==> src/rtl/multicycle_control_fsm_pkg.sv <==
// Shared definitions for the multicycle control FSM: state encodings, opcodes,
// datapath mux-select constants and the raw control bundle.
package multicycle_ctrl_defs;

  typedef enum logic [3:0] {
    S_FETCH    = 4'd0,
    S_DECODE   = 4'd1,
    S_MEMADR   = 4'd2,
    S_MEMRD    = 4'd3,
    S_MEMWB    = 4'd4,
    S_MEMWR    = 4'd5,
    S_EXECUTER = 4'd6,
    S_EXECUTEI = 4'd7,
    S_ALUWB    = 4'd8,
    S_BRANCH   = 4'd9,
    S_TRAP     = 4'd10
  } state_t;

  localparam logic [1:0] OP_DP  = 2'b00;
  localparam logic [1:0] OP_MEM = 2'b01;
  localparam logic [1:0] OP_BR  = 2'b10;

  localparam logic [1:0] SRCA_A    = 2'b00;
  localparam logic [1:0] SRCA_PC   = 2'b01;
  localparam logic [1:0] SRCB_B    = 2'b00;
  localparam logic [1:0] SRCB_IMM  = 2'b01;
  localparam logic [1:0] SRCB_FOUR = 2'b10;
  localparam logic [1:0] RES_ALUOUT = 2'b00;
  localparam logic [1:0] RES_DATA   = 2'b01;
  localparam logic [1:0] RES_ALURES = 2'b10;

  typedef struct packed {
    logic       ir_write;
    logic       next_pc;
    logic       branch;
    logic       reg_w;
    logic       mem_w;
    logic       adr_src;
    logic [1:0] alu_src_a;
    logic [1:0] alu_src_b;
    logic       alu_op;
    logic [1:0] result_src;
  } ctrl_t;

  // TST/TEQ/CMP/CMN only set flags, so their ALUWB must not touch the reg file.
  function automatic logic is_no_write(input logic [1:0] op, input logic [5:0] funct);
    logic [3:0] cmd;
    cmd = funct[4:1];
    return (op == OP_DP) && (cmd inside {4'b1000, 4'b1001, 4'b1010, 4'b1011});
  endfunction

endpackage

==> src/rtl/multicycle_control_fsm_decode.sv <==
// Combinational state -> raw control table for the multicycle control FSM.
// Unlisted states (including TRAP) drive every control low.
module multicycle_ctrl_decode
  import multicycle_ctrl_defs::*;
#(
  parameter int STATE_W = 4
) (
  input  logic [STATE_W-1:0] state,
  output ctrl_t              ctrl
);

  always_comb begin
    ctrl = '0;
    case (state)
      S_FETCH: begin
        ctrl.adr_src    = 1'b0;
        ctrl.alu_src_a  = SRCA_PC;
        ctrl.alu_src_b  = SRCB_FOUR;
        ctrl.alu_op     = 1'b0;
        ctrl.result_src = RES_ALURES;
        ctrl.ir_write   = 1'b1;
        ctrl.next_pc    = 1'b1;
      end
      S_DECODE: begin
        ctrl.alu_src_a  = SRCA_PC;
        ctrl.alu_src_b  = SRCB_FOUR;
        ctrl.result_src = RES_ALURES;
      end
      S_MEMADR: begin
        ctrl.alu_src_a = SRCA_A;
        ctrl.alu_src_b = SRCB_IMM;
      end
      S_MEMRD: begin
        ctrl.adr_src    = 1'b1;
        ctrl.result_src = RES_ALUOUT;
      end
      S_MEMWB: begin
        ctrl.result_src = RES_DATA;
        ctrl.reg_w      = 1'b1;
      end
      S_MEMWR: begin
        ctrl.adr_src    = 1'b1;
        ctrl.result_src = RES_ALUOUT;
        ctrl.mem_w      = 1'b1;
      end
      S_EXECUTER: begin
        ctrl.alu_src_b = SRCB_B;
        ctrl.alu_op    = 1'b1;
      end
      S_EXECUTEI: begin
        ctrl.alu_src_b = SRCB_IMM;
        ctrl.alu_op    = 1'b1;
      end
      S_ALUWB: begin
        ctrl.result_src = RES_ALUOUT;
        ctrl.reg_w      = 1'b1;
      end
      S_BRANCH: begin
        ctrl.alu_src_a  = SRCA_A;
        ctrl.alu_src_b  = SRCB_IMM;
        ctrl.result_src = RES_ALURES;
        ctrl.branch     = 1'b1;
      end
      default: ctrl = '0;
    endcase
  end

endmodule

==> src/rtl/multicycle_control_fsm.sv <==
// Main control FSM for the multicycle datapath: state register, next-state
// logic and cond_ex/no_write write gating. MULTICYCLE_FSM_ILLEGAL_TRAP_EN adds
// the TRAP state and the illegal_op output.
//
// state    | meaning
// FETCH    | load IR from memory[PC], PC <= PC+4
// DECODE   | read operands, ALU precomputes PC+8
// MEMADR   | compute load/store address
// MEMRD    | read data memory into data register
// MEMWB    | write loaded data to register file
// MEMWR    | write B register to data memory
// EXECUTER | ALU op with register operand
// EXECUTEI | ALU op with immediate operand
// ALUWB    | write ALUOut to register file
// BRANCH   | PC <= branch target when cond_ex
// TRAP     | illegal opcode, parked until reset
module multicycle_control_fsm
  import multicycle_ctrl_defs::*;
#(
  parameter int STATE_W = 4
) (
  input  logic       clk,
  input  logic       reset_synchronous,
  input  logic [1:0] op,
  input  logic [5:0] funct,
  input  logic       cond_ex,
  output logic       pc_write_en,
  output logic       ir_write_en,
  output logic       reg_write_en,
  output logic       mem_write_en,
  output logic       adr_src,
  output logic [1:0] alu_src_a,
  output logic [1:0] alu_src_b,
  output logic       alu_op,
  output logic [1:0] result_src
`ifdef MULTICYCLE_FSM_ILLEGAL_TRAP_EN
  ,
  output logic       illegal_op
`endif
);

  logic [STATE_W-1:0] state;
  logic [STATE_W-1:0] dec_state;
  ctrl_t              ctrl;
  logic               no_write;

  always_ff @(posedge clk) begin
    if (reset_synchronous) begin
      state <= S_FETCH;
    end else begin
      case (state)
        S_FETCH: state <= S_DECODE;
        S_DECODE: begin
          case (op)
            OP_MEM:  state <= S_MEMADR;
            OP_DP:   state <= funct[5] ? S_EXECUTEI : S_EXECUTER;
            OP_BR:   state <= S_BRANCH;
`ifdef MULTICYCLE_FSM_ILLEGAL_TRAP_EN
            default: state <= S_TRAP;
`else
            default: state <= S_FETCH;
`endif
          endcase
        end
        S_MEMADR:   state <= funct[0] ? S_MEMRD : S_MEMWR;
        S_MEMRD:    state <= S_MEMWB;
        S_EXECUTER: state <= S_ALUWB;
        S_EXECUTEI: state <= S_ALUWB;
`ifdef MULTICYCLE_FSM_ILLEGAL_TRAP_EN
        S_TRAP:     state <= S_TRAP;
`endif
        default:    state <= S_FETCH;
      endcase
    end
  end

  // During reset the mux selects already present FETCH values.
  assign dec_state = reset_synchronous ? S_FETCH : state;

  multicycle_ctrl_decode #(
    .STATE_W (STATE_W)
  ) u_decode (
    .state (dec_state),
    .ctrl  (ctrl)
  );

  assign no_write = is_no_write(op, funct);

  assign pc_write_en  = ~reset_synchronous & (ctrl.next_pc | (ctrl.branch & cond_ex));
  assign ir_write_en  = ~reset_synchronous & ctrl.ir_write;
  assign reg_write_en = ~reset_synchronous & ctrl.reg_w & cond_ex & ~no_write;
  assign mem_write_en = ~reset_synchronous & ctrl.mem_w & cond_ex;
  assign adr_src      = ctrl.adr_src;
  assign alu_src_a    = ctrl.alu_src_a;
  assign alu_src_b    = ctrl.alu_src_b;
  assign alu_op       = ctrl.alu_op;
  assign result_src   = ctrl.result_src;

`ifdef MULTICYCLE_FSM_ILLEGAL_TRAP_EN
  assign illegal_op = ~reset_synchronous & (state == S_TRAP);
`endif

endmodule

==> config.mk <==
export PLATFORM = sky130hd
export DESIGN_NAME = multicycle_control_fsm
export DESIGN_NICKNAME = d
export VERILOG_FILES = /design/src/rtl/multicycle_control_fsm_pkg.sv /design/src/rtl/multicycle_control_fsm_decode.sv /design/src/rtl/multicycle_control_fsm.sv
export SDC_FILE = /design/constraint.sdc
export NUM_CORES = 1
export LEC_CHECK = 0
export BUFFER_PORTS_ARGS = -buffer_cell sky130_fd_sc_hd__clkbuf_2
export CELL_PAD_IN_SITES_DETAIL_PLACEMENT = 1
export CELL_PAD_IN_SITES_GLOBAL_PLACEMENT = 1
export CORE_MARGIN = 10
export CORE_UTILIZATION = 26
export CTS_CLUSTER_DIAMETER = 50
export DETAILED_ROUTE_END_ITERATION = 10
export GPL_ROUTABILITY_DRIVEN = 0
export PLACE_DENSITY_LB_ADDON = 0.1
export SLEW_MARGIN = 20
export SYNTH_ARGS = -nofsm -noshare
export SYNTH_HDL_FRONTEND = slang
export SYNTH_SLANG_ARGS = --single-unit
==> constraint.sdc <==
create_clock -name clk -period 1.35 [get_ports clk]
set_input_delay 0.0675 -clock clk [delete_from_list [all_inputs] [get_ports clk]]
set_output_delay 0.0675 -clock clk [all_outputs]
set_load 0.005 [all_outputs]
# Word-level counts from Yosys, hierarchy flattened
# Index checks and enable logic that the tools add are counted.
[word_totals] reg_bits=4 out_inout_bits=12 elab_cells=58
[classes] n_eq_ne=20 n_mux=14 bitwise_logic=11 n_reduce_logical=12
[op_table] op="$eq A4 B3 Y1 const B" count=6
[op_table] op="$eq A4 B4 Y1 const B" count=6
[op_table] op="$pmux W4 S5" count=1
[op_table] op="$eq A4 B2 Y1 const B" count=4
[op_table] op="$pmux W4 S3" count=1
[op_table] op="$reduce_or A2 Y1" count=5
[op_table] op="$and A1 B1 Y1" count=8
[op_table] op="$eq A4 B1 Y1 const B" count=2
[op_table] op="$logic_not A4 Y1" count=2
[op_table] op="$pmux W2 S2" count=2
[op_table] op="$mux W1" count=7
[op_table] op="$reduce_or A3 Y1" count=2
[op_table] op="$mux W4" count=1
[op_table] op="$reduce_bool A4 Y1" count=1
[op_table] op="$mux W3" count=1
[op_table] op="$eq A2 B1 Y1 const B" count=1
[op_table] op="$eq A2 B2 Y1 const B" count=1
[op_table] op="$logic_not A2 Y1" count=1
[op_table] op="$mux W2" count=1
[op_table] op="$not A1 Y1" count=2
[op_table] op="$logic_and A1 B1 Y1" count=1
[op_table] op="$or A1 B1 Y1" count=1

# Depth between registers and ports, before layout
# Gate-level depths: netlist of the first run.
[depth] depth_word=7 mapped_depth=4 ltp_nobuf=3

# By module
# A second synthesis of the first run with hierarchy kept.
[hier_totals] hier_cells=54 area_unflattened_um2=422.9
[modules_own_cells] mod="multicycle_control_fsm" instances=1 cells_each=32 area_each_um2=255.2 seq_area_each_um2=80.1
[modules_own_cells] mod="multicycle_ctrl_decode" instances=1 cells_each=22 area_each_um2=167.7 seq_area_each_um2=0.0

# Least setup slack after synthesis of the first run
# Ideal clock, no wire load.
[synth_timing] path_type="reg2out" start="register state[3]" end="output alu_src_b[1]" arrival_ns=1.065 required_ns=1.283 path_slack_ns=0.217 stages_incl_launch_ff=5 n_path_buf=2 path_cell_list="dfxtp_1 -> clkbuf_1 -> nor3_1 -> or2_2 -> buf_4"
[synth_between] elab_chain_len=4 elab_cells_between_ends=9
[synth_lines] item="start: declaration" line="multicycle_control_fsm.sv:42" rtl="logic [STATE_W-1:0] state;"
[synth_lines] item="start signal: assignment" line="multicycle_control_fsm.sv:56" rtl="OP_DP: state <= funct[5] ? S_EXECUTEI : S_EXECUTER;"
[synth_lines] item="start signal: assignment" line="multicycle_control_fsm.sv:65" rtl="S_MEMADR: state <= funct[0] ? S_MEMRD : S_MEMWR;"
[synth_lines] item="$mux W4 (*)" line="multicycle_control_fsm.sv:78" rtl="assign dec_state = reset_synchronous ? S_FETCH : state;"
[synth_lines] item="$eq A4 B2 Y1 (tied with other cells)" line="multicycle_control_fsm_decode.sv:14" rtl="case (state)"
[synth_lines] item="$reduce_or A3 Y1 (no line) / $reduce_or A2 Y1 (equally long branches)"
[synth_lines] item="$pmux W2 S2 (*)" line="multicycle_control_fsm_decode.sv:14"
[synth_lines] item="end: declaration" line="multicycle_control_fsm.sv:33" rtl="output logic [1:0] alu_src_b,"
# Mark *: on every way between the ends. The rest lies on a longest branch, timed or not.

# Final worst setup path of the first run
[layout_timing] start="register state[0]" end="output reg_write_en"
[layout_between] elab_chain_len=7 elab_cells_between_ends=8
[layout_lines] item="$mux W4 (*)" line="multicycle_control_fsm.sv:78"
[layout_lines] item="$eq A4 B4 Y1 / $eq A4 B3 Y1 (equally long branches)" line="multicycle_control_fsm_decode.sv:14"
[layout_lines] item="$reduce_or A2 Y1 (no line) (*)"
[layout_lines] item="$mux W1 (*)" line="multicycle_control_fsm_decode.sv:14"
[layout_lines] item="$and A1 B1 Y1 (*) (3 in a row)" line="multicycle_control_fsm.sv:91" rtl="assign reg_write_en = ~reset_synchronous & ctrl.reg_w & cond_ex & ~no_write;"
[layout_lines] item="end: declaration" line="multicycle_control_fsm.sv:29" rtl="output logic reg_write_en,"
# Marks and branches as above.

==> flow_results.xml, run 1 <==
<?xml version="1.0" encoding="UTF-8"?>
<metrics>
  <group name="status">
    <metric name="outcome" unit="">finished, violations left</metric>
    <metric name="failed_checks" unit="">negative setup slack</metric>
  </group>
  <group name="synthesis">
    <metric name="postSynthRegisterBits" unit="">4</metric>
    <metric name="synth_area" unit="um^2">370</metric>
    <metric name="post_synth_inst_count" unit="">52</metric>
    <metric name="synth.distinct_cells" unit="">28</metric>
    <metric name="synthesis.area_per_instance" unit="um^2">7.12</metric>
    <metric name="synth.net_count" unit="">63</metric>
    <metric name="yosys_warnings" unit="">0</metric>
    <metric name="seq_area_frac_synth" unit="%">21.6</metric>
  </group>
  <group name="worst_hold_path">
    <metric name="timing.hold.worst_path_depth" unit="">3</metric>
    <metric name="holdCritPathClass" unit="">in2reg</metric>
  </group>
  <group name="place">
    <metric name="port_buffers" unit="">19</metric>
    <metric name="placed_cells_incl_taps" unit="">85</metric>
    <metric name="worst_slack_placed" unit="ns">0.138</metric>
    <metric name="dpl.hpwl" unit="mm">1.02</metric>
  </group>
  <group name="pwr">
    <metric name="power" unit="W">0.000442</metric>
    <metric name="leakage" unit="nW">0.258</metric>
    <metric name="irDropWorstVdd" unit="mV">0.318</metric>
    <metric name="powerDensity" unit="nW/um^2">780</metric>
  </group>
  <group name="routing">
    <metric name="wire_per_inst" unit="um">15.4</metric>
    <metric name="routed_wl" unit="mm">1.35</metric>
    <metric name="route.antenna.remaining_nets" unit="">0</metric>
    <metric name="avgViaCountPerCell" unit="">5.25</metric>
    <metric name="vias" unit="">462</metric>
    <metric name="drc" unit="">0</metric>
    <metric name="drt_pre_antenna_iters" unit="">2</metric>
    <metric name="drtIter0Drc" unit="">5</metric>
  </group>
  <group name="clock_tree">
    <metric name="clock_tree.htree_level_count" unit="">1</metric>
    <metric name="cts_hold_buffers" unit="">0</metric>
    <metric name="clock_tree.buffer_depth" unit="">2</metric>
    <metric name="number_of_buffers_created_by_cts" unit="">3</metric>
    <metric name="clock-root-buffer" unit="">sky130_fd_sc_hd__clkbuf_4</metric>
    <metric name="cts_num_sinks" unit="">4</metric>
    <metric name="clk_lat_worst_skew" unit="ns">0.23</metric>
    <metric name="cts_tree" unit="">built</metric>
    <metric name="post_cts.repair.setup_buffers" unit="">0</metric>
    <metric name="clock_slew_seen_by_the_registers_of_the_worst_setup_and_hold_paths" unit="ns">0.04</metric>
  </group>
  <group name="setup_path">
    <metric name="critical_path.cell_chain" unit="">or4b_4, nor3_2, buf_2</metric>
    <metric name="critical_path.max_stage_delay" unit="ns">0.53</metric>
    <metric name="arrival" unit="ns">1.30</metric>
    <metric name="worst_r2r_path_depth" unit="">4</metric>
    <metric name="worstSetupPathType" unit="">reg2out</metric>
    <metric name="data_required_time_at_the_worst_endpoint" unit="ns">1.28</metric>
    <metric name="start_kind" unit="">flip-flop</metric>
    <metric name="critPathSlowestCell" unit="">sky130_fd_sc_hd__or4b_4</metric>
    <metric name="critPathMaxFanout" unit="">2</metric>
    <metric name="end_kind" unit="">output port</metric>
  </group>
  <group name="grt">
    <metric name="global_route.overflow_total" unit="">0</metric>
    <metric name="global_route_wire_length_before_repair" unit="mm">2.17</metric>
    <metric name="first_global_vias" unit="">472</metric>
    <metric name="grt_max_degree" unit="">15</metric>
    <metric name="antenna_found_initial" unit="">0</metric>
    <metric name="track_usage" unit="%">7.92</metric>
  </group>
  <group name="final_layout">
    <metric name="register_with_the_most_flip_flops" unit="">state</metric>
    <metric name="fillerInstances" unit="">180</metric>
    <metric name="area.growth.synth_to_final" unit="%">53.0</metric>
    <metric name="antenna_cells" unit="">0</metric>
    <metric name="ratio_of_cells_with_drive_above_1_in_the_final_layout" unit="%">50.7</metric>
    <metric name="largest_registers" unit="">state: 4 flops</metric>
    <metric name="finish.utilization" unit="%">43.0</metric>
    <metric name="final_cell_count_no_fill" unit="">88</metric>
    <metric name="num-nets-final" unit="">86</metric>
    <metric name="number_of_flip_flops_in_the_largest_register" unit="">4</metric>
  </group>
  <group name="sta">
    <metric name="final_critical_path_setup_slack" unit="ns">-0.0207</metric>
    <metric name="finalWorstPathRequiredPeriod" unit="ns">1.37</metric>
    <metric name="timing.final.crit_share" unit="%">102</metric>
    <metric name="grt_setup_unrepaired" unit="">true</metric>
    <metric name="setup_viol" unit="">1</metric>
    <metric name="final.setup_skew" unit="ns">0.00166</metric>
    <metric name="finalHoldViolCount" unit="">0</metric>
    <metric name="timing_max_transition_violations_final" unit="">0</metric>
    <metric name="clock.fmax" unit="MHz">730</metric>
    <metric name="hold-worst-slack" unit="ns">0.102</metric>
  </group>
  <group name="floorplanning">
    <metric name="die-area" unit="um^2">3330</metric>
    <metric name="fp-row-count" unit="">13</metric>
    <metric name="die_width" unit="um">57.7</metric>
    <metric name="boundaryPins" unit="">23</metric>
    <metric name="floorplan.initialDensity" unit="%">28.1</metric>
    <metric name="die_h" unit="um">57.7</metric>
    <metric name="placeableCoreArea" unit="um^2">1320</metric>
  </group>
  <group name="job">
    <metric name="timing.max_cap.violations" unit="">0</metric>
  </group>
</metrics>
kinds of logic after synthesis:
logic type      count (synthesis)  synth area share, %
flops                           4                 21.6
simple gates                   28                 45.6
xor+xnor                        3                 7.10
other cells                     1                 1.01
buf+inv                         7                 9.80
compound gates                  9                 14.9
cells in the mapped netlist (all sizes together):
library cell,number,area (um^2)
a32oi,1,8.76
o21bai,1,7.51
or2,1,6.26
dfxtp,4,80.1
a31oi,1,6.26
a21oi,2,10.0
nor2b,2,12.5
nand2b,2,12.5
a22oi,1,7.51
buf,4,25.0
nor3,6,30.0
and3b,1,8.76
nor4b,3,26.3
xor2,1,8.76
nand3,1,5.00
or3,1,6.26
clkbuf,2,7.51
and4,1,8.76
nand3b,1,7.51
o21ai,3,15.0
xnor2,2,17.5
conb,1,3.75
or4b,1,10.0
inv,1,3.75
and3,2,12.5
nor2,5,18.8
nand2,1,3.75
routing by layer:
metal	track usage (%)	vias to the layer above	part of all wire [%]
met4	3.02	0	0.59
met2	11.7	17	45
met1	9.21	216	45
li1	-	227	-
met5	0	-	0
met3	4.58	2	9.7
through the flow:
| step | setup TNS (ns) | cell area (um^2) |
|---|---|---|
| 3_5_place_dp | 0 | 489 |
| 2_1_floorplan | 0 | 370 |
| 4_1_cts | -0.0360 | 519 |
| 6_report | -0.0207 | 567 |
| 3_3_place_gp | 0 | 489 |
| 5_1_grt | -0.200 | 567 |
area by class of cell:
class | instances | area (um^2) | share of cell area (%)
Inverter | 1 | 3.75 | 0.662
Clock buffer | 3 | 22.5 | 3.97
Sequential cell | 4 | 82.6 | 14.6
Timing Repair Buffer | 24 | 144 | 25.4
Tap cell | 15 | 18.8 | 3.31
Multi-Input combinational cell | 41 | 295 | 52.1
critical path, delay by kind of cell, from the launching register on:
family                 cells  cell delay (ns)
AND/OR/NAND/NOR            2             0.63
flip-flops                 1             0.31
buffers and inverters      1             0.13
power by group:
group          internal, W  switching, W  leakage (nW)
Clock            0.0000995     0.0000492        0.0138
Sequential        0.000128    0.00000534        0.0334
Combinational    0.0000793     0.0000809         0.211
timing repair:
item | 4_1_cts | 5_1_grt
setup endpoints to repair | 2 | 9
resized for setup | 2 | 13
pin swaps | 2 | 0
final timing paths:
path              startpoint            to  slack (ns)
hold / removal      funct[0]      state[1]        0.10
hold reg to reg     state[2]      state[0]        0.57
setup / recovery    state[0]  reg_write_en       -0.02
setup reg to reg    state[1]      state[3]        0.26
placed cells by master (no fill, tap or decap), drive strengths merged, types with 2 or more instances in the layout:
cell    count
clkbuf     21
nor3        6
buf         6
nor2        5
dfxtp       4
o21ai       3
nor4b       3
nand2b      2
and3        2
a21oi       2
xnor2       2
nor2b       2
(Power assumes the default switching activity.)
==> inputs of run 2 (changes only) <==
CORE_UTILIZATION = 28   (was 26)
SYNTH_HIERARCHICAL = 1   (was default)
==> run 2 against run 1 <==
Compared with the run above: the flow still finishes with violations (negative setup slack); maximum frequency decreased by 10%; combinational power about the same; setup slack got worse by 0.15 ns; register-to-register slack improved by 0.07 ns; clock skew increased by 0.0040 ns; sequential cell count unchanged; count of clock-buffer cells in the layout unchanged; power decreased by 0.13%; non-clock buffer count increased by 9; cell count increased by 13%; via count increased by 10%; core utilization increased by 7.2 points; critical path type unchanged.
==> flow_results.xml, run 2 <==
<?xml version="1.0" encoding="UTF-8"?>
<metrics>
  <group name="setup_path">
    <metric name="arrival" unit="ns">1.46</metric>
    <metric name="timing.critical_path.buf_inv" unit="">1</metric>
    <metric name="critical_path.cell_chain" unit="">and2b_2, or2b_4, nor3_2, and3b_2, clkbuf_2</metric>
    <metric name="regToRegSetupSlack" unit="ns">0.33</metric>
    <metric name="r2r_start" unit="">state[3]</metric>
    <metric name="path_delay_family" unit="">simple AND/OR/NAND/NOR gates</metric>
    <metric name="data_required_time_at_the_worst_endpoint" unit="ns">1.28</metric>
    <metric name="critPathSlowestCell" unit="">sky130_fd_sc_hd__dfxtp_2</metric>
    <metric name="worst_r2r_path_depth" unit="">3</metric>
    <metric name="worstSetupPathType" unit="">reg2out</metric>
    <metric name="end_kind" unit="">output port</metric>
    <metric name="worst_r2r_endpoint" unit="">state[1]</metric>
    <metric name="start_kind" unit="">flip-flop</metric>
    <metric name="critical_path.max_stage_delay" unit="ns">0.31</metric>
    <metric name="critPathMaxFanout" unit="">7</metric>
  </group>
  <group name="clock_tree">
    <metric name="clock-root-buffer" unit="">sky130_fd_sc_hd__clkbuf_4</metric>
    <metric name="number_of_buffers_created_by_cts" unit="">3</metric>
    <metric name="cts_tree" unit="">built</metric>
    <metric name="cts_hold_buffers" unit="">0</metric>
    <metric name="clock_tree.htree_level_count" unit="">1</metric>
    <metric name="clk_lat_worst_skew" unit="ns">0.24</metric>
    <metric name="clock_slew_seen_by_the_registers_of_the_worst_setup_and_hold_paths" unit="ns">0.03</metric>
    <metric name="cts_num_sinks" unit="">4</metric>
    <metric name="clock_tree.buffer_depth" unit="">2</metric>
  </group>
  <group name="grt">
    <metric name="globalRouteMet3Util" unit="%">5.36</metric>
    <metric name="global_route_wire_length_before_repair" unit="mm">2.31</metric>
    <metric name="first_global_vias" unit="">542</metric>
    <metric name="grt.busiest_layer" unit="">met2</metric>
    <metric name="gr-usage-met2" unit="%">14.3</metric>
    <metric name="antenna_found_initial" unit="">0</metric>
    <metric name="grt_max_degree" unit="">8</metric>
    <metric name="track_usage" unit="%">8.19</metric>
    <metric name="groute.layer.met1.usage" unit="%">7.80</metric>
    <metric name="global_route.overflow_total" unit="">0</metric>
  </group>
  <group name="final_layout">
    <metric name="area.growth.synth_to_final" unit="%">62.1</metric>
    <metric name="number_of_flip_flops_in_the_largest_register" unit="">4</metric>
    <metric name="num-nets-final" unit="">97</metric>
    <metric name="register_with_the_most_flip_flops" unit="">state</metric>
    <metric name="ratio_of_cells_with_drive_above_1_in_the_final_layout" unit="%">67.9</metric>
    <metric name="multi_input_comb_area" unit="um^2">340</metric>
    <metric name="fillerInstances" unit="">180</metric>
    <metric name="antenna_cells" unit="">0</metric>
    <metric name="final_cell_count_no_fill" unit="">99</metric>
    <metric name="largest_registers" unit="">state: 4 flops</metric>
    <metric name="final_cell_mix" unit="">sky130_fd_sc_hd__clkbuf_2 (12), sky130_fd_sc_hd__buf_4 (11), sky130_fd_sc_hd__buf_2 (7)</metric>
    <metric name="sequential_cell_area" unit="um^2">85.1</metric>
    <metric name="final_cell_area" unit="um^2">686</metric>
    <metric name="layout_commonest_cell" unit="">sky130_fd_sc_hd__clkbuf_2</metric>
  </group>
  <group name="status">
    <metric name="failed_checks" unit="">negative setup slack</metric>
    <metric name="outcome" unit="">finished, violations left</metric>
  </group>
  <group name="sta">
    <metric name="finalWorstPathRequiredPeriod" unit="ns">1.52</metric>
    <metric name="grt_setup_unrepaired" unit="">true</metric>
    <metric name="timing.final.crit_share" unit="%">113</metric>
    <metric name="setup_viol" unit="">8</metric>
    <metric name="finalHoldViolCount" unit="">0</metric>
    <metric name="final_critical_path_setup_slack" unit="ns">-0.173</metric>
    <metric name="timing_max_transition_violations_final" unit="">0</metric>
    <metric name="clock.fmax" unit="MHz">657</metric>
    <metric name="final.setup_skew" unit="ns">0.00565</metric>
  </group>
  <group name="synthesis">
    <metric name="postSynth.asyncResetShare" unit="%">0</metric>
    <metric name="synthesis.area_per_instance" unit="um^2">7.83</metric>
    <metric name="yosys-top-cells-area" unit="">sky130_fd_sc_hd__dfxtp_1 (19%), sky130_fd_sc_hd__nor3_1 (7.1%), sky130_fd_sc_hd__buf_4 (7.1%)</metric>
    <metric name="synth.net_count" unit="">65</metric>
    <metric name="postSynthRegisterBits" unit="">4</metric>
    <metric name="post-synth-top-count-cell" unit="">sky130_fd_sc_hd__nor3_1</metric>
    <metric name="post-synth-top-area-cell" unit="">sky130_fd_sc_hd__dfxtp_1</metric>
    <metric name="post_synth_inst_count" unit="">54</metric>
    <metric name="synth_area" unit="um^2">423</metric>
    <metric name="yosys_warnings" unit="">6</metric>
    <metric name="seq_area_frac_synth" unit="%">18.9</metric>
    <metric name="synthFlopType" unit="">sky130_fd_sc_hd__dfxtp_1</metric>
    <metric name="post-synth-top-area-fraction" unit="%">18.9</metric>
    <metric name="synth.distinct_cells" unit="">29</metric>
    <metric name="synth.cells.most_frequent" unit="">sky130_fd_sc_hd__nor3_1 (6), sky130_fd_sc_hd__nor2_1 (5), sky130_fd_sc_hd__buf_4 (4), sky130_fd_sc_hd__dfxtp_1 (4)</metric>
    <metric name="synth_enable_flop_cells" unit="">0</metric>
  </group>
  <group name="pwr">
    <metric name="leakage" unit="nW">0.334</metric>
    <metric name="irDropWorstVdd" unit="mV">0.290</metric>
    <metric name="powerDensity" unit="nW/um^2">644</metric>
  </group>
  <group name="floorplanning">
    <metric name="floorplan.initialDensity" unit="%">31.0</metric>
    <metric name="placeableCoreArea" unit="um^2">1370</metric>
    <metric name="fp-row-count" unit="">13</metric>
    <metric name="die-area" unit="um^2">3470</metric>
    <metric name="die_width" unit="um">58.9</metric>
    <metric name="die_h" unit="um">58.9</metric>
    <metric name="boundaryPins" unit="">23</metric>
  </group>
  <group name="place">
    <metric name="placed_cells_incl_taps" unit="">90</metric>
    <metric name="postPlaceCellArea" unit="um^2">541</metric>
    <metric name="dpl.hpwl" unit="mm">1.07</metric>
    <metric name="port_buffers" unit="">19</metric>
  </group>
  <group name="routing">
    <metric name="route.antenna.remaining_nets" unit="">0</metric>
    <metric name="avgViaCountPerCell" unit="">5.13</metric>
    <metric name="drtIter0Drc" unit="">5</metric>
    <metric name="routed_wl" unit="mm">1.43</metric>
    <metric name="wire_per_inst" unit="um">14.5</metric>
    <metric name="drt_pre_antenna_iters" unit="">4</metric>
    <metric name="vias" unit="">508</metric>
    <metric name="drc" unit="">0</metric>
  </group>
  <group name="worst_hold_path">
    <metric name="min_delay_worst_endpoint" unit="">state[1]</metric>
    <metric name="worst_hold_startpoint" unit="">funct[0]</metric>
    <metric name="timing.hold.worst_path_depth" unit="">3</metric>
    <metric name="holdCritPathClass" unit="">in2reg</metric>
  </group>
  <group name="job">
    <metric name="timing.max_cap.violations" unit="">0</metric>
  </group>
</metrics>
run 2: worst reg2reg max path: stages, from the launching register on:
cell and delay [ns]:
sky130_fd_sc_hd__dfxtp_2 0.31, sky130_fd_sc_hd__buf_4 0.12, sky130_fd_sc_hd__or3_4 0.40, sky130_fd_sc_hd__a21oi_2 0.11
run 2: kinds of logic (layout without fill, tap and decap cells):
| kind of cell | after synthesis | count (layout) | synth area share, % |
|---|---|---|---|
| compound gates | 9 | 9 | 15.1 |
| other cells | 1 | 1 | 0.887 |
| flops | 4 | 4 | 18.9 |
| buf+inv | 8 | 38 | 15.1 |
| simple gates | 30 | 30 | 45.9 |
| xor+xnor | 2 | 2 | 4.14 |
run 2: area by class of cell:
cell class | count | area share (%)
multi-input cells | 42 | 49.6
repair buffers | 33 | 30.8
flip-flops and latches | 4 | 12.4
clock buffers | 3 | 3.28
well taps | 15 | 2.74
inverters | 2 | 1.09
run 2: what timing repair did:
item,CTS,global route
resized for setup,13,13
endpoints found under the setup margin,10,10
buffers inserted,3,4
pin swaps,6,3
endpoints found under the hold margin,0,0
run 2: metal layers:
metal	vias to the layer above	wire length, um
met5	-	0
met1	240	525
li1	248	-
met4	0	6
met2	18	730
met3	2	168
run 2: worst max-delay path by stage:
stage | from | to | slack (ns) | cells after the start
floorplan | state[1] | ir_write_en | 0.003 | 5
global placement | state[2] | mem_write_en | 0.06 | 5
detailed placement | state[3] | reg_write_en | 0.02 | 6
CTS | state[2] | reg_write_en | -0.17 | 6
global route | state[2] | reg_write_en | -0.28 | 6
finish | state[2] | mem_write_en | -0.17 | 5
run 2: metrics by stage:
stage / hold WS, ns / power, W / setup WS [ns] / utilization, % / TNS [ns]
2_1_floorplan: 0.165 / 0.000214 / 0.00327 / - / 0
3_3_place_gp: 0.344 / 0.000258 / 0.0593 / 39.6 / 0
3_5_place_dp: 0.346 / 0.000261 / 0.0243 / 39.6 / 0
4_1_cts: 0.0996 / 0.000437 / -0.175 / 46.5 / -0.873
5_1_grt: 0.106 / 0.000475 / -0.279 / 50.2 / -1.46
6_report: 0.0946 / 0.000442 / -0.173 / 50.2 / -0.813
run 2: power by group:
group          leakage (nW)  total (W)  internal, W  switching [W]
combinational         0.286   0.000160    0.0000842      0.0000754
clock                0.0138   0.000150    0.0000995      0.0000501
sequential           0.0343   0.000132     0.000128     0.00000383
==> inputs of run 3 (changes only) <==
--- a/config.mk
+++ b/config.mk
@@ -9,5 +9,5 @@
 export CELL_PAD_IN_SITES_DETAIL_PLACEMENT = 1
-export CELL_PAD_IN_SITES_GLOBAL_PLACEMENT = 1
+export CELL_PAD_IN_SITES_GLOBAL_PLACEMENT = 2
 export CORE_MARGIN = 10
-export CORE_UTILIZATION = 28
+export CORE_UTILIZATION = 21
 export CTS_CLUSTER_DIAMETER = 50
==> constraint.sdc (replaced) <==
create_clock -name clk -period 1.35 [get_ports clk]
set_input_delay 0.27 -clock clk [delete_from_list [all_inputs] [get_ports clk]]
set_output_delay 0.27 -clock clk [all_outputs]
set_load 0.005 [all_outputs]
==> run 3 against run 2 <==
Compared with the run above: the run still ends with negative setup slack left; critical path depth is 1 higher; sequential power hardly changed; maximum frequency is 13% lower; non-clock buffer count is 5 higher; wire length is 3.6% lower; core utilization is 11 points lower; sequential cell count stayed put; combinational power is 9% higher; global-route usage is 1.6 points lower.
==> flow_results.xml, run 3 (synthesis results as in run 2) <==
<?xml version="1.0" encoding="UTF-8"?>
<metrics>
  <group name="sta">
    <metric name="final_critical_path_setup_slack" unit="ns">-0.409</metric>
    <metric name="clock.fmax" unit="MHz">569</metric>
    <metric name="hold-worst-slack" unit="ns">0.300</metric>
    <metric name="grt_setup_unrepaired" unit="">true</metric>
    <metric name="setup_viol" unit="">11</metric>
    <metric name="finalWorstPathRequiredPeriod" unit="ns">1.76</metric>
    <metric name="final.setup_skew" unit="ns">0.00256</metric>
    <metric name="timing_max_transition_violations_final" unit="">0</metric>
    <metric name="timing.final.crit_share" unit="%">130</metric>
    <metric name="finalHoldViolCount" unit="">0</metric>
  </group>
  <group name="job">
    <metric name="timing.max_cap.violations" unit="">0</metric>
  </group>
  <group name="setup_path">
    <metric name="critPathSlowestCell" unit="">sky130_fd_sc_hd__and4bb_2</metric>
    <metric name="r2r_start" unit="">state[3]</metric>
    <metric name="worst_setup_path_start" unit="">state[2]</metric>
    <metric name="critical_path.max_stage_delay" unit="ns">0.33</metric>
    <metric name="start_kind" unit="">flip-flop</metric>
    <metric name="worst_r2r_path_depth" unit="">3</metric>
    <metric name="worstSetupPathType" unit="">reg2out</metric>
    <metric name="worst_r2r_endpoint" unit="">state[1]</metric>
    <metric name="arrival" unit="ns">1.49</metric>
    <metric name="data_required_time_at_the_worst_endpoint" unit="ns">1.08</metric>
    <metric name="regToRegSetupSlack" unit="ns">0.32</metric>
    <metric name="end_kind" unit="">output port</metric>
    <metric name="critical_path.cell_chain" unit="">and2b_2, buf_6, and4bb_2, a21oi_2, nor2_1, buf_2</metric>
    <metric name="critPathMaxFanout" unit="">4</metric>
  </group>
  <group name="status">
    <metric name="failed_checks" unit="">negative setup slack</metric>
    <metric name="outcome" unit="">finished, violations left</metric>
  </group>
  <group name="final_layout">
    <metric name="num-nets-final" unit="">102</metric>
    <metric name="final_cell_mix" unit="">sky130_fd_sc_hd__buf_4 (12), sky130_fd_sc_hd__clkbuf_2 (11), sky130_fd_sc_hd__buf_2 (8)</metric>
    <metric name="number_of_flip_flops_in_the_largest_register" unit="">4</metric>
    <metric name="fillerInstances" unit="">248</metric>
    <metric name="final_cell_area" unit="um^2">768</metric>
    <metric name="antenna_cells" unit="">0</metric>
    <metric name="area.growth.synth_to_final" unit="%">81.7</metric>
    <metric name="register_with_the_most_flip_flops" unit="">state</metric>
    <metric name="largest_registers" unit="">state: 4 flops</metric>
    <metric name="final_cell_count_no_fill" unit="">116</metric>
    <metric name="ratio_of_cells_with_drive_above_1_in_the_final_layout" unit="%">75.3</metric>
    <metric name="layout_commonest_cell" unit="">sky130_fd_sc_hd__buf_4</metric>
  </group>
  <group name="routing">
    <metric name="drtIter0Drc" unit="">1</metric>
    <metric name="wire_per_inst" unit="um">11.9</metric>
    <metric name="vias" unit="">497</metric>
    <metric name="drt_pre_antenna_iters" unit="">2</metric>
    <metric name="avgViaCountPerCell" unit="">4.28</metric>
    <metric name="drc" unit="">0</metric>
    <metric name="routed_wl" unit="mm">1.38</metric>
    <metric name="route.antenna.remaining_nets" unit="">0</metric>
  </group>
  <group name="clock_tree">
    <metric name="number_of_buffers_created_by_cts" unit="">3</metric>
    <metric name="cts_tree" unit="">built</metric>
    <metric name="clock_slew_seen_by_the_registers_of_the_worst_setup_and_hold_paths" unit="ns">0.04</metric>
    <metric name="cts_hold_buffers" unit="">0</metric>
    <metric name="clock_tree.buffer_depth" unit="">2</metric>
    <metric name="clock-root-buffer" unit="">sky130_fd_sc_hd__clkbuf_4</metric>
    <metric name="clk_lat_worst_skew" unit="ns">0.23</metric>
    <metric name="clock_tree.htree_level_count" unit="">1</metric>
    <metric name="cts_num_sinks" unit="">4</metric>
  </group>
  <group name="place">
    <metric name="postPlaceCellArea" unit="um^2">631</metric>
    <metric name="worst_slack_placed" unit="ns">-0.341</metric>
    <metric name="dpl.hpwl" unit="mm">1.18</metric>
    <metric name="placed_cells_incl_taps" unit="">109</metric>
    <metric name="port_buffers" unit="">19</metric>
  </group>
  <group name="grt">
    <metric name="antenna_found_initial" unit="">0</metric>
    <metric name="global_route_wire_length_before_repair" unit="mm">2.37</metric>
    <metric name="first_global_vias" unit="">552</metric>
    <metric name="track_usage" unit="%">6.61</metric>
    <metric name="global_route.overflow_total" unit="">0</metric>
    <metric name="grt_max_degree" unit="">8</metric>
  </group>
  <group name="floorplanning">
    <metric name="die-area" unit="um^2">4210</metric>
    <metric name="floorplan.initialDensity" unit="%">21.8</metric>
    <metric name="die_width" unit="um">64.9</metric>
    <metric name="fp-row-count" unit="">16</metric>
    <metric name="die_h" unit="um">64.9</metric>
    <metric name="boundaryPins" unit="">23</metric>
    <metric name="placeableCoreArea" unit="um^2">1940</metric>
  </group>
  <group name="worst_hold_path">
    <metric name="min_delay_worst_endpoint" unit="">state[1]</metric>
    <metric name="timing.hold.worst_path_depth" unit="">3</metric>
    <metric name="worst_hold_startpoint" unit="">funct[0]</metric>
    <metric name="holdCritPathClass" unit="">in2reg</metric>
  </group>
  <group name="pwr">
    <metric name="leakage" unit="nW">0.367</metric>
    <metric name="irDropWorstVdd" unit="mV">0.306</metric>
    <metric name="powerDensity" unit="nW/um^2">587</metric>
  </group>
</metrics>
run 3: cell types whose count changed in the layout (fill, tap and decap cells not counted), sizes merged:
cell,previous run,this run
buf,21,27
clkbuf,15,14
run 3: report_power, final:
| group | total (W) | switching [W] | internal, W |
|---|---|---|---|
| sequential | 0.000134 | 0.00000511 | 0.000129 |
| combinational | 0.000174 | 0.0000785 | 0.0000959 |
| clock | 0.000143 | 0.0000441 | 0.0000991 |
| total | 0.000451 | 0.000128 | 0.000324 |
run 3: critical path, delay by kind of cell, from the launching register on:
kind	cells	cell delay, ns
compound gates	1	0.06
buf+inv	2	0.25
flops	1	0.31
simple gates	3	0.65
run 3: metal layers:
layer	part of all wire (%)	global-route usage, %	vias up
met3	3.5	1.20	0
met4	0	1.60	0
met1	46	7.86	226
met5	0	0	-
met2	51	11.8	15
li1	-	-	256
run 3: worst max path at each step:
| stage | end | slack [ns] | depth (start not counted) |
|---|---|---|---|
| 5_1_grt | adr_src | -0.47 | 6 |
| 6_report | pc_write_en | -0.41 | 6 |
| 2_1_floorplan | mem_write_en | -0.06 | 5 |
| 4_1_cts | pc_write_en | -0.45 | 6 |
| 3_3_place_gp | pc_write_en | -0.30 | 7 |
| 3_5_place_dp | pc_write_en | -0.34 | 7 |
run 3: layout make-up:
type,instances,area [um^2],area share [%]
well taps,27,33.8,4.40
multi-input cells,42,355,46.3
inverters,2,7.51,0.977
flip-flops and latches,4,85.1,11.1
clock buffers,3,22.5,2.93
repair buffers,38,264,34.4
run 3: per-stage QoR:
step                      TNS (ns)  utilization, %  total power (W)
after floorplan             -0.176               -         0.000224
after global placement       -2.14            32.5         0.000285
after detailed placement     -2.29            32.5         0.000285
after CTS                    -3.73            36.3         0.000443
after global routing         -4.42            39.6         0.000491
final                        -3.58            39.6         0.000451
run 3: repair_timing:
| item | 4_1_cts | 5_1_grt |
|---|---|---|
| resized for setup | 10 | 20 |
| gates cloned | 0 | 0 |
| setup buffers | 3 | 2 |
| setup endpoints to repair | 11 | 11 |
| pin swaps | 9 | 5 |
